==> config.mk <==
export PLATFORM = sky130hd
export DESIGN_NAME = mem_arbiter_flat
export DESIGN_NICKNAME = d
export VERILOG_FILES = /design/src/rtl/mem_arbiter_if.sv /design/src/rtl/mem_arbiter.sv /design/src/flat_wrapper.sv
export SDC_FILE = /design/constraint.sdc
export NUM_CORES = 1
export LEC_CHECK = 0
export ABC_AREA = 1
export CAP_MARGIN = 20
export CORE_ASPECT_RATIO = 0.7
export CORE_MARGIN = 2
export CORE_UTILIZATION = 41
export DETAILED_ROUTE_END_ITERATION = 8
export PLACE_DENSITY_LB_ADDON = 0.25
export SKIP_CTS_REPAIR_TIMING = 1
export SKIP_LAST_GASP = 1
export SYNTH_ARGS = -nofsm -noshare
export SYNTH_HDL_FRONTEND = slang
export SYNTH_SLANG_ARGS = --single-unit
==> constraint.sdc <==
create_clock -name clk -period 1.7 [get_ports clk]
set_input_delay 0.34 -clock clk [delete_from_list [all_inputs] [get_ports clk]]
set_output_delay 0.34 -clock clk [all_outputs]
set_load 0.01 [all_outputs]
==> src/rtl/mem_arbiter_if.sv <==
// Bundle of the fetch, load/store and memory-port signals around mem_arbiter.
// slave is the arbiter's view; master is the view of everything around it.
interface mem_arbiter_if #(
  parameter int ADDR_W = 32,
  parameter int DATA_W = 32
) ();

  logic              if_req;
  logic [ADDR_W-1:0] if_addr;
  logic [DATA_W-1:0] if_rdata;
  logic              if_done;
  logic              if_err;

  logic              ls_req;
  logic              ls_we;
  logic [ADDR_W-1:0] ls_addr;
  logic [DATA_W-1:0] ls_wdata;
  logic [DATA_W-1:0] ls_rdata;
  logic              ls_done;
  logic              ls_err;

  logic [ADDR_W-1:0] mem_address;
  logic [DATA_W-1:0] mem_write_data;
  logic              mem_read;
  logic              mem_write;
  logic [DATA_W-1:0] mem_read_data;
  logic              mem_ready;

  logic              busy;

  modport slave (
    input  if_req, if_addr,
    input  ls_req, ls_we, ls_addr, ls_wdata,
    input  mem_read_data, mem_ready,
    output if_rdata, if_done, if_err,
    output ls_rdata, ls_done, ls_err,
    output mem_address, mem_write_data, mem_read, mem_write,
    output busy
  );

  modport master (
    output if_req, if_addr,
    output ls_req, ls_we, ls_addr, ls_wdata,
    output mem_read_data, mem_ready,
    input  if_rdata, if_done, if_err,
    input  ls_rdata, ls_done, ls_err,
    input  mem_address, mem_write_data, mem_read, mem_write,
    input  busy
  );

endinterface

==> src/rtl/mem_arbiter.sv <==
// Serialises fetch (IF) and load/store (LS) transactions onto one memory port.
// LS has priority, bounded by an IF starvation streak; BUSY is bounded by a timeout.
module mem_arbiter #(
  parameter int ADDR_W         = 32,
  parameter int DATA_W         = 32,
  parameter int MAX_LS_STREAK  = 4,
  parameter int TIMEOUT_CYCLES = 16
) (
  input  logic         clk,
  input  logic         reset,
  mem_arbiter_if.slave bus
);

  localparam int SW = $clog2(MAX_LS_STREAK + 1);
  localparam int TW = $clog2(TIMEOUT_CYCLES);
  localparam logic [SW-1:0] STREAK_MAX = SW'(MAX_LS_STREAK);
  localparam logic [TW-1:0] TCNT_LAST  = TW'(TIMEOUT_CYCLES - 1);

  typedef enum logic [1:0] {
    IDLE = 2'd0,
    BUSY = 2'd1,
    RESP = 2'd2
  } state_t;

  typedef enum logic {
    OWN_IF = 1'b0,
    OWN_LS = 1'b1
  } owner_t;

  state_t            state_q, state_d;
  owner_t            owner_q, owner_d;
  logic [SW-1:0]     streak_q, streak_d;
  logic [TW-1:0]     tcnt_q, tcnt_d;

  logic [ADDR_W-1:0] mem_addr_q, mem_addr_d;
  logic [DATA_W-1:0] mem_wdata_q, mem_wdata_d;
  logic              mem_rd_q, mem_rd_d;
  logic              mem_wr_q, mem_wr_d;

  logic [DATA_W-1:0] if_rdata_q, if_rdata_d;
  logic              if_done_q, if_done_d;
  logic              if_err_q, if_err_d;
  logic [DATA_W-1:0] ls_rdata_q, ls_rdata_d;
  logic              ls_done_q, ls_done_d;
  logic              ls_err_q, ls_err_d;
  logic              busy_q;

  logic              grant_ls;
  logic              grant_if;
  logic              mem_expired;
  logic              finish;
  logic [DATA_W-1:0] rsp_data;

  // LS wins any contention unless IF has already been passed over MAX_LS_STREAK times.
  assign grant_ls    = bus.ls_req && !(bus.if_req && (streak_q == STREAK_MAX));
  assign grant_if    = bus.if_req && !grant_ls;
  // A ready arriving on the last allowed cycle still counts as success.
  assign mem_expired = !bus.mem_ready && (tcnt_q == TCNT_LAST);
  assign finish      = bus.mem_ready || mem_expired;
  assign rsp_data    = (bus.mem_ready && mem_rd_q) ? bus.mem_read_data : '0;

  always_ff @(posedge clk) begin
    if (reset) begin
      state_q <= IDLE;
    end else begin
      state_q <= state_d;
    end
  end

  always_comb begin
    state_d = state_q;
    case (state_q)
      IDLE:    if (grant_ls || grant_if) state_d = BUSY;
      BUSY:    if (finish) state_d = RESP;
      RESP:    state_d = IDLE;
      default: state_d = IDLE;
    endcase
  end

  always_comb begin
    owner_d     = owner_q;
    streak_d    = streak_q;
    tcnt_d      = tcnt_q;
    mem_addr_d  = mem_addr_q;
    mem_wdata_d = mem_wdata_q;
    mem_rd_d    = mem_rd_q;
    mem_wr_d    = mem_wr_q;
    if_rdata_d  = if_rdata_q;
    ls_rdata_d  = ls_rdata_q;
    if_done_d   = 1'b0;
    if_err_d    = 1'b0;
    ls_done_d   = 1'b0;
    ls_err_d    = 1'b0;

    case (state_q)
      IDLE: begin
        if (grant_ls) begin
          owner_d     = OWN_LS;
          mem_addr_d  = bus.ls_addr;
          mem_wdata_d = bus.ls_wdata;
          mem_rd_d    = !bus.ls_we;
          mem_wr_d    = bus.ls_we;
          tcnt_d      = '0;
          if (!bus.if_req) begin
            streak_d = '0;
          end else if (streak_q != STREAK_MAX) begin
            streak_d = streak_q + SW'(1);
          end
        end else if (grant_if) begin
          owner_d     = OWN_IF;
          mem_addr_d  = bus.if_addr;
          mem_wdata_d = '0;
          mem_rd_d    = 1'b1;
          mem_wr_d    = 1'b0;
          tcnt_d      = '0;
          streak_d    = '0;
        end
      end

      BUSY: begin
        if (finish) begin
          mem_rd_d = 1'b0;
          mem_wr_d = 1'b0;
          if (owner_q == OWN_LS) begin
            ls_rdata_d = rsp_data;
            ls_done_d  = 1'b1;
            ls_err_d   = mem_expired;
          end else begin
            if_rdata_d = rsp_data;
            if_done_d  = 1'b1;
            if_err_d   = mem_expired;
          end
        end else begin
          tcnt_d = tcnt_q + TW'(1);
        end
      end

      default: ;
    endcase
  end

  // Output and bookkeeping registers; reset clears every visible output.
  always_ff @(posedge clk) begin
    if (reset) begin
      owner_q     <= OWN_IF;
      streak_q    <= '0;
      tcnt_q      <= '0;
      mem_addr_q  <= '0;
      mem_wdata_q <= '0;
      mem_rd_q    <= 1'b0;
      mem_wr_q    <= 1'b0;
      if_rdata_q  <= '0;
      if_done_q   <= 1'b0;
      if_err_q    <= 1'b0;
      ls_rdata_q  <= '0;
      ls_done_q   <= 1'b0;
      ls_err_q    <= 1'b0;
      busy_q      <= 1'b0;
    end else begin
      owner_q     <= owner_d;
      streak_q    <= streak_d;
      tcnt_q      <= tcnt_d;
      mem_addr_q  <= mem_addr_d;
      mem_wdata_q <= mem_wdata_d;
      mem_rd_q    <= mem_rd_d;
      mem_wr_q    <= mem_wr_d;
      if_rdata_q  <= if_rdata_d;
      if_done_q   <= if_done_d;
      if_err_q    <= if_err_d;
      ls_rdata_q  <= ls_rdata_d;
      ls_done_q   <= ls_done_d;
      ls_err_q    <= ls_err_d;
      busy_q      <= (state_d != IDLE);
    end
  end

  assign bus.mem_address    = mem_addr_q;
  assign bus.mem_write_data = mem_wdata_q;
  assign bus.mem_read       = mem_rd_q;
  assign bus.mem_write      = mem_wr_q;
  assign bus.if_rdata       = if_rdata_q;
  assign bus.if_done        = if_done_q;
  assign bus.if_err         = if_err_q;
  assign bus.ls_rdata       = ls_rdata_q;
  assign bus.ls_done        = ls_done_q;
  assign bus.ls_err         = ls_err_q;
  assign bus.busy           = busy_q;

endmodule
==> src/flat_wrapper.sv <==
// flat-port wrapper written by rule: the top's interface ports become plain ports
module mem_arbiter_flat 
#(
  parameter int ADDR_W         = 32,
  parameter int DATA_W         = 32,
  parameter int MAX_LS_STREAK  = 4,
  parameter int TIMEOUT_CYCLES = 16
)
  (clk, reset, bus_if_req, bus_if_addr, bus_ls_req, bus_ls_we, bus_ls_addr, bus_ls_wdata, bus_mem_read_data, bus_mem_ready, bus_if_rdata, bus_if_done, bus_if_err, bus_ls_rdata, bus_ls_done, bus_ls_err, bus_mem_address, bus_mem_write_data, bus_mem_read, bus_mem_write, bus_busy);
  mem_arbiter_if #(.ADDR_W(ADDR_W), .DATA_W(DATA_W)) bus_i ();
  input  logic clk;
  input  logic reset;
  input wire logic [$bits(bus_i.if_req)-1:0] bus_if_req;
  input wire logic [$bits(bus_i.if_addr)-1:0] bus_if_addr;
  input wire logic [$bits(bus_i.ls_req)-1:0] bus_ls_req;
  input wire logic [$bits(bus_i.ls_we)-1:0] bus_ls_we;
  input wire logic [$bits(bus_i.ls_addr)-1:0] bus_ls_addr;
  input wire logic [$bits(bus_i.ls_wdata)-1:0] bus_ls_wdata;
  input wire logic [$bits(bus_i.mem_read_data)-1:0] bus_mem_read_data;
  input wire logic [$bits(bus_i.mem_ready)-1:0] bus_mem_ready;
  output wire logic [$bits(bus_i.if_rdata)-1:0] bus_if_rdata;
  output wire logic [$bits(bus_i.if_done)-1:0] bus_if_done;
  output wire logic [$bits(bus_i.if_err)-1:0] bus_if_err;
  output wire logic [$bits(bus_i.ls_rdata)-1:0] bus_ls_rdata;
  output wire logic [$bits(bus_i.ls_done)-1:0] bus_ls_done;
  output wire logic [$bits(bus_i.ls_err)-1:0] bus_ls_err;
  output wire logic [$bits(bus_i.mem_address)-1:0] bus_mem_address;
  output wire logic [$bits(bus_i.mem_write_data)-1:0] bus_mem_write_data;
  output wire logic [$bits(bus_i.mem_read)-1:0] bus_mem_read;
  output wire logic [$bits(bus_i.mem_write)-1:0] bus_mem_write;
  output wire logic [$bits(bus_i.busy)-1:0] bus_busy;
  assign bus_i.if_req = bus_if_req;
  assign bus_i.if_addr = bus_if_addr;
  assign bus_i.ls_req = bus_ls_req;
  assign bus_i.ls_we = bus_ls_we;
  assign bus_i.ls_addr = bus_ls_addr;
  assign bus_i.ls_wdata = bus_ls_wdata;
  assign bus_i.mem_read_data = bus_mem_read_data;
  assign bus_i.mem_ready = bus_mem_ready;
  assign bus_if_rdata = bus_i.if_rdata;
  assign bus_if_done = bus_i.if_done;
  assign bus_if_err = bus_i.if_err;
  assign bus_ls_rdata = bus_i.ls_rdata;
  assign bus_ls_done = bus_i.ls_done;
  assign bus_ls_err = bus_i.ls_err;
  assign bus_mem_address = bus_i.mem_address;
  assign bus_mem_write_data = bus_i.mem_write_data;
  assign bus_mem_read = bus_i.mem_read;
  assign bus_mem_write = bus_i.mem_write;
  assign bus_busy = bus_i.busy;
  mem_arbiter #(.ADDR_W(ADDR_W), .DATA_W(DATA_W), .MAX_LS_STREAK(MAX_LS_STREAK), .TIMEOUT_CYCLES(TIMEOUT_CYCLES)) u_core (.clk(clk), .reset(reset), .bus(bus_i));
endmodule
# Word level (Yosys, flattened, before mapping)
# Cells that the tools add are included.
totals:
  reg_bits: 145
  input_bits: 134
  output_inout_bits: 135
op_classes:
  n_eq_ne: 8
  n_reduce_logical: 24
  n_addsub: 2
  n_mux: 26
  bitwise_logic: 3
op_table:
  columns: ["cell", "n"]
  rows:
  - ["$mux W32", 5]
  - ["$reduce_and A3 Y1", 5]
  - ["$mux W3", 4]
  - ["$mux W4", 3]
  - ["$mux W1", 8]
  - ["$pmux W4 S2", 1]
  - ["$reduce_or A4 Y1", 2]
  - ["$ne A3 B3 Y1 const B", 2]
  - ["$reduce_bool A2 Y1", 3]
  - ["$logic_and A1 B1 Y1", 5]
  - ["$add A4 B1 Y4 const B", 1]
  - ["$eq A4 B4 Y1 const B", 1]
  - ["$logic_not A1 Y1", 4]
  - ["$mux W2", 2]
  - ["$pmux W1 S2", 2]
  - ["$pmux W2 S2", 1]
  - ["$add A3 B1 Y3 const B", 1]
  - ["$eq A3 B3 Y1 const B", 1]
  - ["$ne A3 B1 Y1 const B", 1]
  - ["$not A1 Y1", 3]
  - ["$reduce_or A3 Y1", 1]
  - ["$eq A2 B1 Y1 const B", 1]
  - ["$logic_not A2 Y1", 1]
  - ["$logic_or A1 B1 Y1", 2]
  - ["other kinds (3)", 3]

# Logic depth before layout (Yosys ltp)
# Gate-level depths: netlist of run 1.
logic_depth:
  ltp_word: 10
  ltp_mapped: 9
  depth_no_buf: 7

# Worst setup path before layout of run 1
# No wires, ideal clock.
synth_path:
  kind: "register to register"
  startpoint: "register u_core.tcnt_q[0]"
  endpoint: "register u_core.ls_rdata_q[0] (netlist: u_core.bus.ls_rdata[0])"
  t_required_ns: 1.583
  arrival_ns: 1.231
  path_buffers: 2
  period_less_slack_ns: 1.347
  stages_incl_launch_ff: 9
  setup_ns: 0.117
  slack_ns: 0.353
  path_cell_list: "dfxtp_1 > ha_1 > nand3_2 > nand2_2 > nand3_4 > inv_2 > buf_4 > buf_6 > a21oi_1"
synth_via:
  elab_chain_len: 4
synth_lines:
  columns: ["element", "line_no", "source"]
  rows:
  - ["start, declared", "mem_arbiter.sv:33", "logic [TW-1:0] tcnt_q, tcnt_d;"]
  - ["start signal, assigned", "mem_arbiter.sv:162", "tcnt_q <= tcnt_d;"]
  - ["$eq A4 B4 Y1", "mem_arbiter.sv:58", "assign mem_expired = !bus.mem_ready && (tcnt_q == TCNT_LAST);"]
  - ["$logic_and A1 B1 Y1", "mem_arbiter.sv:58", null]
  - ["$logic_or A1 B1 Y1", "mem_arbiter.sv:59", "assign finish = bus.mem_ready || mem_expired;"]
  - ["$reduce_and A3 Y1 (no line)", null, null]
  - ["end signal, assigned", "mem_arbiter.sv:170", "ls_rdata_q <= ls_rdata_d;"]
  - ["end, declared", "mem_arbiter.sv:43", "logic [DATA_W-1:0] ls_rdata_q, ls_rdata_d;"]
# No other way between the ends.
# A chain may end at the register's enable or synchronous reset.

# Final worst setup path of run 1
layout_path:
  startpoint: "register u_core.mem_addr_q[25] (netlist: u_core.bus.mem_address[25])"
  endpoint: "output bus_mem_address[25]"
layout_rtl:
  columns: ["element", "line_no", "source"]
  rows:
  - ["start, declared", "mem_arbiter.sv:35", "logic [ADDR_W-1:0] mem_addr_q, mem_addr_d;"]
  - ["start signal, assigned", "mem_arbiter.sv:163", "mem_addr_q <= mem_addr_d;"]
  - ["end, declared", "flat_wrapper.sv:27", "output wire logic [$bits(bus_i.mem_address)-1:0] bus_mem_address;"]
# No word-level cell between the ends.

==> results of run 1 <==
-- per-stage QoR --
stage | util (%) | setup slack, ps | cell area [sq um] | setup TNS [ps] | total power [mW]
floorplan | - | 353 | 5780 | 0 | 4.31
global placement | 63.5 | -22.4 | 8790 | -29.2 | 5.17
detailed placement | 63.5 | -53.5 | 8790 | -912 | 5.18
CTS | 67.9 | -10.5 | 9390 | -10.5 | 8.97
global route | 68.2 | 0.00477 | 9430 | 0 | 9.25
finish | 68.2 | 53.1 | 9430 | 0 | 8.87
-- registers in the layout, summed over array words and instances (netlist names), 2 cells and up --
register                   count
u_core.bus.if_rdata           32
u_core.bus.ls_rdata           32
u_core.bus.mem_address        32
u_core.bus.mem_write_data     32
u_core.state_q                 2
u_core.streak_q                3
u_core.tcnt_q                  4
-- logic make-up after synthesis --
| family | Yosys count | share of synthesized area [%] |
|---|---|---|
| simple gates | 399 | 28.0 |
| flops | 145 | 50.2 |
| buf+inv | 128 | 10.1 |
| compound gates | 107 | 10.9 |
| fa+ha+maj | 3 | 0.649 |
| xor+xnor | 1 | 0.152 |
-- per-layer routing --
layer / vias up / global-route usage [%] / part of all wire, %
li1: 3003 / - / -
met1: 2611 / 27.1 / 44
met2: 177 / 37.3 / 47
met3: 14 / 8.11 / 8.0
met4: 0 / 6.18 / 1.1
met5: - / 0 / 0
-- report_power, final --
group | internal (mW) | switching [mW] | total, mW
Sequential | 3.58 | 0.102 | 3.69
Clock | 2.27 | 1.49 | 3.76
Combinational | 0.779 | 0.637 | 1.42
-- path summary, 6_finish.rpt --
path	endpoint	start	cells past startpoint	slack, ps
max	bus_mem_address[25]	u_core.bus.mem_address[25]	1	50
min	u_core.streak_q[1]	reset	4	350
max reg2reg	u_core.bus.if_rdata[5]	u_core.tcnt_q[0]	8	180
min reg2reg	u_core.bus.mem_address[17]	u_core.bus.mem_address[17]	2	450
-- cell type report --
cell class                      count  area (sq um)
Clock inverter                     12           146
Inverter                           81           304
Timing Repair Buffer              296          3090
Tap cell                          190           238
Clock buffer                       20           457
Fill cell                        1154          4400
Sequential cell                   145          2900
Multi-Input combinational cell    510          2290
-- synthesized netlist by cell type --
cell,instances
nand3_4,1
clkbuf_1,12
dfxtp_1,145
nor2_1,55
buf_6,6
buf_4,10
nand2_2,3
ha_1,3
nand3_1,57
xnor2_1,1
and3_1,1
o21ai_0,16
nor2_4,1
o211ai_1,32
nand4_1,1
buf_2,19
nand3_2,1
o21ai_4,1
a21oi_1,57
nand2_1,276
o31ai_1,1
inv_2,7
nor2_2,3
inv_1,74
==> run_results.csv, run 1 <==
group,metric,value,unit
floorplan,rows,36,
routing,vias,5805,
finish,fin_cells,1254,
floorplan,die_h,103,microns
worst_setup_path,path_cells,"clkdlybuf4s50_1",
worst_setup_path,crit_path_max_incr_delay,560,ps
routing,viasPerCell,4.63,
min_path,hp-class,"primary input to flop",
cts,clk_root_buffer_cell,"clkbuf_16",
global_route,antenna_found_initial,0,
timing,fmax,607,MHz
cts,cts_buffers,17,
logic_synthesis,yosysWarnings,0,
cts,cts_num_sinks,145,
logic_synthesis,netlist_area,5780,sq um
power_and_ir_drop,p_leak,4.32,nW
place,hpwl,12000,microns
floorplan,initial_utilization,41.8,%
global_route,grt_max_degree,51,
logic_synthesis,synth_top_area_share,50.2,%
routing,wl_per_cell,13.6,microns
worst_setup_path,cp_data_required_time,1360,ps
timing,period_share,96.9,%
timing,rsz0062_at_grt,"no",
cts,clockBufferDepth,2,
finish,area_delta_synth_final,63.1,%
timing,setup_violations,0,
routing,post-route-drc-count,0,
timing,hold_viol_final,0,
finish,nets,1188,
worst_setup_path,end_kind,"primary output",
worst_setup_path,critPathBufInv,1,
timing,max_slew_margin,83.0,%
logic_synthesis,synthDistinctLibCells,24,
floorplan,die_w,146,microns
global_route,grt_pass1_vias,5237,
worst_setup_path,path_max_fanout,2,
logic_synthesis,ys_seq_area_share,50.2,%
timing,slew_violations,0,
timing,finClkSkew,12.7,ps
global_route,groute.usage.overall,22.1,%
worst_setup_path,critPathLaunchType,"flop",
routing,drt_iter0_drc,270,
worst_setup_path,critPathKind,"flop to primary output",
routing,routed_wl,17100,microns
place,dp.cells,1222,
cts,clkLatencyLatePin,410,ps
place,gp_congestion,0.851,
finish,diodes,0,
logic_synthesis,ys_seq_elements,145,
routing,postRouteAntennaNets,0,
logic_synthesis,synthesis.nets,920,
timing,holdWs,354,ps
cts,cts_tree,"done",
logic_synthesis,synth_area_per_cell,7.38,sq um
place,io_buffers,268,
worst_setup_path,critPathTopFamily,"buffers and inverters",
global_route,grt-ovfl-total,0,
floorplan,num_io_pins,269,
logic_synthesis,syn_inst,783,
logic_synthesis,yosysTopAreaCell,"dfxtp_1",
worst_setup_path,cp.arrival,1310,ps
finish,drive_above_1_share,7.24,%
finish,layout_commonest_cell,"nand2_1",
logic_synthesis,yosys-top-cells-area,"dfxtp_1, nand2_1, a21oi_1",
run,cap_violations,0,
timing,tightest_slew,254,ps
power_and_ir_drop,cellPowerDensity,940,nW/um^2
finish,final_cell_mix,"nand2_1, clkdlybuf4s50_1, dfxtp_1",
timing,final.min_clock_period,1650,ps
cts,cts.clk_slew.worst_paths,60,ps
run_status,outcome,"completed",
routing,first_pass_iters,4,
power_and_ir_drop,peakVddDrop,0.000776,V
floorplan,die-area,15100,sq um
cts,cts_htree_levels,4,
worst_setup_path,slowest_stage,"clkdlybuf4s50_1",
global_route,grt_pass1_wl,26700,microns
floorplan,coreArea,13800,sq um
Note: power is estimated with default switching activity, not from simulation.
==> run 2: changes to the inputs <==
CORE_MARGIN = unset   (was 2)
SLEW_MARGIN = 20   (was unset)
==> run 2 against run 1 <==
Final cell count is 0.24% lower. Via count is 0.12% higher. Hold slack worse by 53 ps. Clock power hardly changed. Global-route usage is 0.67 points higher. Sequential share of layout area hardly changed. Critical path depth stayed put. Critical path type unchanged.
==> run_results.csv, run 2 (synthesis results as in run 1) <==
group,metric,value,unit
global_route,grt_pass1_vias,5405,
global_route,antenna_found_initial,1,
floorplan,rows,35,
routing,post-route-drc-count,0,
worst_setup_path,r2r-start,"u_core.tcnt_q[0]",
cts,clkLatencyLatePin,400,ps
timing,slew_violations,0,
timing,rsz0062_at_grt,"no",
power_and_ir_drop,switching_share,24.4,%
place,dp_worst_setup_slack,-64.3,ps
timing,hold_viol_final,0,
floorplan,initial_utilization,43.0,%
routing,first_pass_iters,5,
routing,drt_iter0_drc,210,
finish,final_cell_mix,"nand2_1, clkdlybuf4s50_1, dfxtp_1",
floorplan,die_h,101,microns
finish,multi_input_area,2290,sq um
timing,fmax,608,MHz
finish,drive_above_1_share,7.14,%
power_and_ir_drop,p_comb_share,16.1,%
worst_setup_path,slowest_stage,"clkdlybuf4s50_1",
run_status,outcome,"completed",
power_and_ir_drop,sequentialPowerShare,41.6,%
power_and_ir_drop,p_int,6.69,mW
worst_setup_path,cp_data_required_time,1360,ps
worst_setup_path,critPathBufInv,1,
global_route,groute.usage.overall,22.8,%
finish,fin_cells,1251,
global_route,grt_max_degree,43,
worst_setup_path,path_cells,"clkdlybuf4s50_1",
worst_setup_path,cp.arrival,1310,ps
worst_setup_path,critPathLaunchType,"flop",
worst_setup_path,crit_path_max_incr_delay,580,ps
timing,timing.final.ws_setup,54.7,ps
timing,period_share,96.8,%
finish,fill_cells,1145,
worst_setup_path,critPathKind,"flop to primary output",
routing,wl_per_cell,13.5,microns
place,dp.cells,1218,
routing,postRouteAntennaNets,0,
timing,tightest_slew,282,ps
power_and_ir_drop,clkPwrFrac,42.3,%
cts,cts_buffers,17,
routing,vias,5812,
cts,cts_htree_levels,4,
timing,final.min_clock_period,1650,ps
worst_setup_path,path_max_fanout,2,
power_and_ir_drop,p_leak,4.23,nW
finish,stdcell_area,9430,sq um
floorplan,die_w,144,microns
cts,cts_num_sinks,145,
worst_setup_path,r2r_cells,7,
worst_setup_path,r2r_slack,170,ps
timing,fin_setup_tns,0,ps
timing,max_slew_margin,81.2,%
worst_setup_path,rr_endpoint,"u_core.bus.if_rdata[27]",
place,placed_cell_area,8800,sq um
min_path,min-delay-start,"reset",
worst_setup_path,end_kind,"primary output",
finish,nets,1189,
global_route,grt_pass1_wl,26100,microns
floorplan,coreArea,13400,sq um
power_and_ir_drop,fin_total_pwr,8.86,mW
power_and_ir_drop,cellPowerDensity,940,nW/um^2
global_route,grt-ovfl-total,0,
cts,cts_tree,"done",
routing,viasPerCell,4.65,
cts,cts.clk_slew.worst_paths,50,ps
timing,setup_violations,0,
finish,seqCellArea,2900,sq um
min_path,hp-class,"primary input to flop",
finish,area_delta_synth_final,63.0,%
floorplan,num_io_pins,269,
place,io_buffers,268,
finish,layout_commonest_cell,"nand2_1",
cts,clk_root_buffer_cell,"clkbuf_16",
place,hpwl,12100,microns
power_and_ir_drop,switching_power,2.16,mW
min_path,whs_path_depth,4,
power_and_ir_drop,peakVddDrop,0.000739,V
cts,clockBufferDepth,2,
worst_setup_path,critPathTopFamily,"buffers and inverters",
min_path,worst_hold_path.endpoint,"u_core.streak_q[0]",
routing,routed_wl,16900,microns
place,gp_congestion,0.779,
floorplan,die-area,14600,sq um
run,cap_violations,0,
timing,finClkSkew,11.9,ps
==> run 2: cell count changes in the layout (fill, tap and decap cells not counted), sizes merged <==
| cell | delta |
|---|---|
| buf | +1 |
| bufinv | +1 |
| clkdlybuf4s50 | +6 |
| clkinv | +2 |
| diode | +1 |
| dlymetal6s2s | -6 |
| inv | -3 |
==> run 2: through the flow <==
stage          utilization [%]  hold WS, ps
6_report                  70.1          302
3_3_place_gp              65.5          436
4_1_cts                   69.9          286
2_1_floorplan                -          469
5_1_grt                   70.1          297
3_5_place_dp              65.5          439
==> run 2: final cells by class <==
cell class | count | share of cell area, %
Clock inverter | 12 | 1.67
Clock buffer | 20 | 4.63
Antenna cell | 1 | 0.0265
Multi-Input combinational cell | 510 | 24.3
Timing Repair Buffer | 297 | 32.9
Sequential cell | 145 | 30.8
Tap cell | 185 | 2.46
Inverter | 81 | 3.23
==> run 2: worst max path at each step <==
stage / end / slack (ps) / start / cells past startpoint
finish: bus_mem_write_data[25] / 50 / u_core.bus.mem_write_data[25] / 1
global route: bus_mem_write_data[31] / 1 / u_core.bus.mem_write_data[31] / 1
CTS: bus_mem_read / -70 / u_core.bus.mem_read / 1
detailed placement: u_core.bus.mem_read / -60 / bus_if_req / 8
global placement: u_core.bus.mem_read / -7 / bus_if_req / 8
floorplan: u_core.bus.ls_rdata[0] / 350 / u_core.tcnt_q[0] / 8
==> run 2: power by group through the flow <==
stage / sequential [mW] / combinational, mW / clock (mW)
after global routing: 3.70 / 1.55 / 3.99
after global placement: 3.75 / 1.42 / 0
after detailed placement: 3.76 / 1.44 / 0
after CTS: 3.69 / 1.44 / 3.82
after floorplan: 3.83 / 0.483 / 0
final: 3.68 / 1.42 / 3.75
==> run 2: routing by layer <==
metal	track usage (%)	routed length [microns]	up-vias	part of all wire [%]
li1	-	-	3005	-
met1	27.1	7140	2610	42
met2	37.6	7770	180	46
met3	9.55	1740	17	10
met4	6.71	207	0	1.2
met5	0	0	-	0
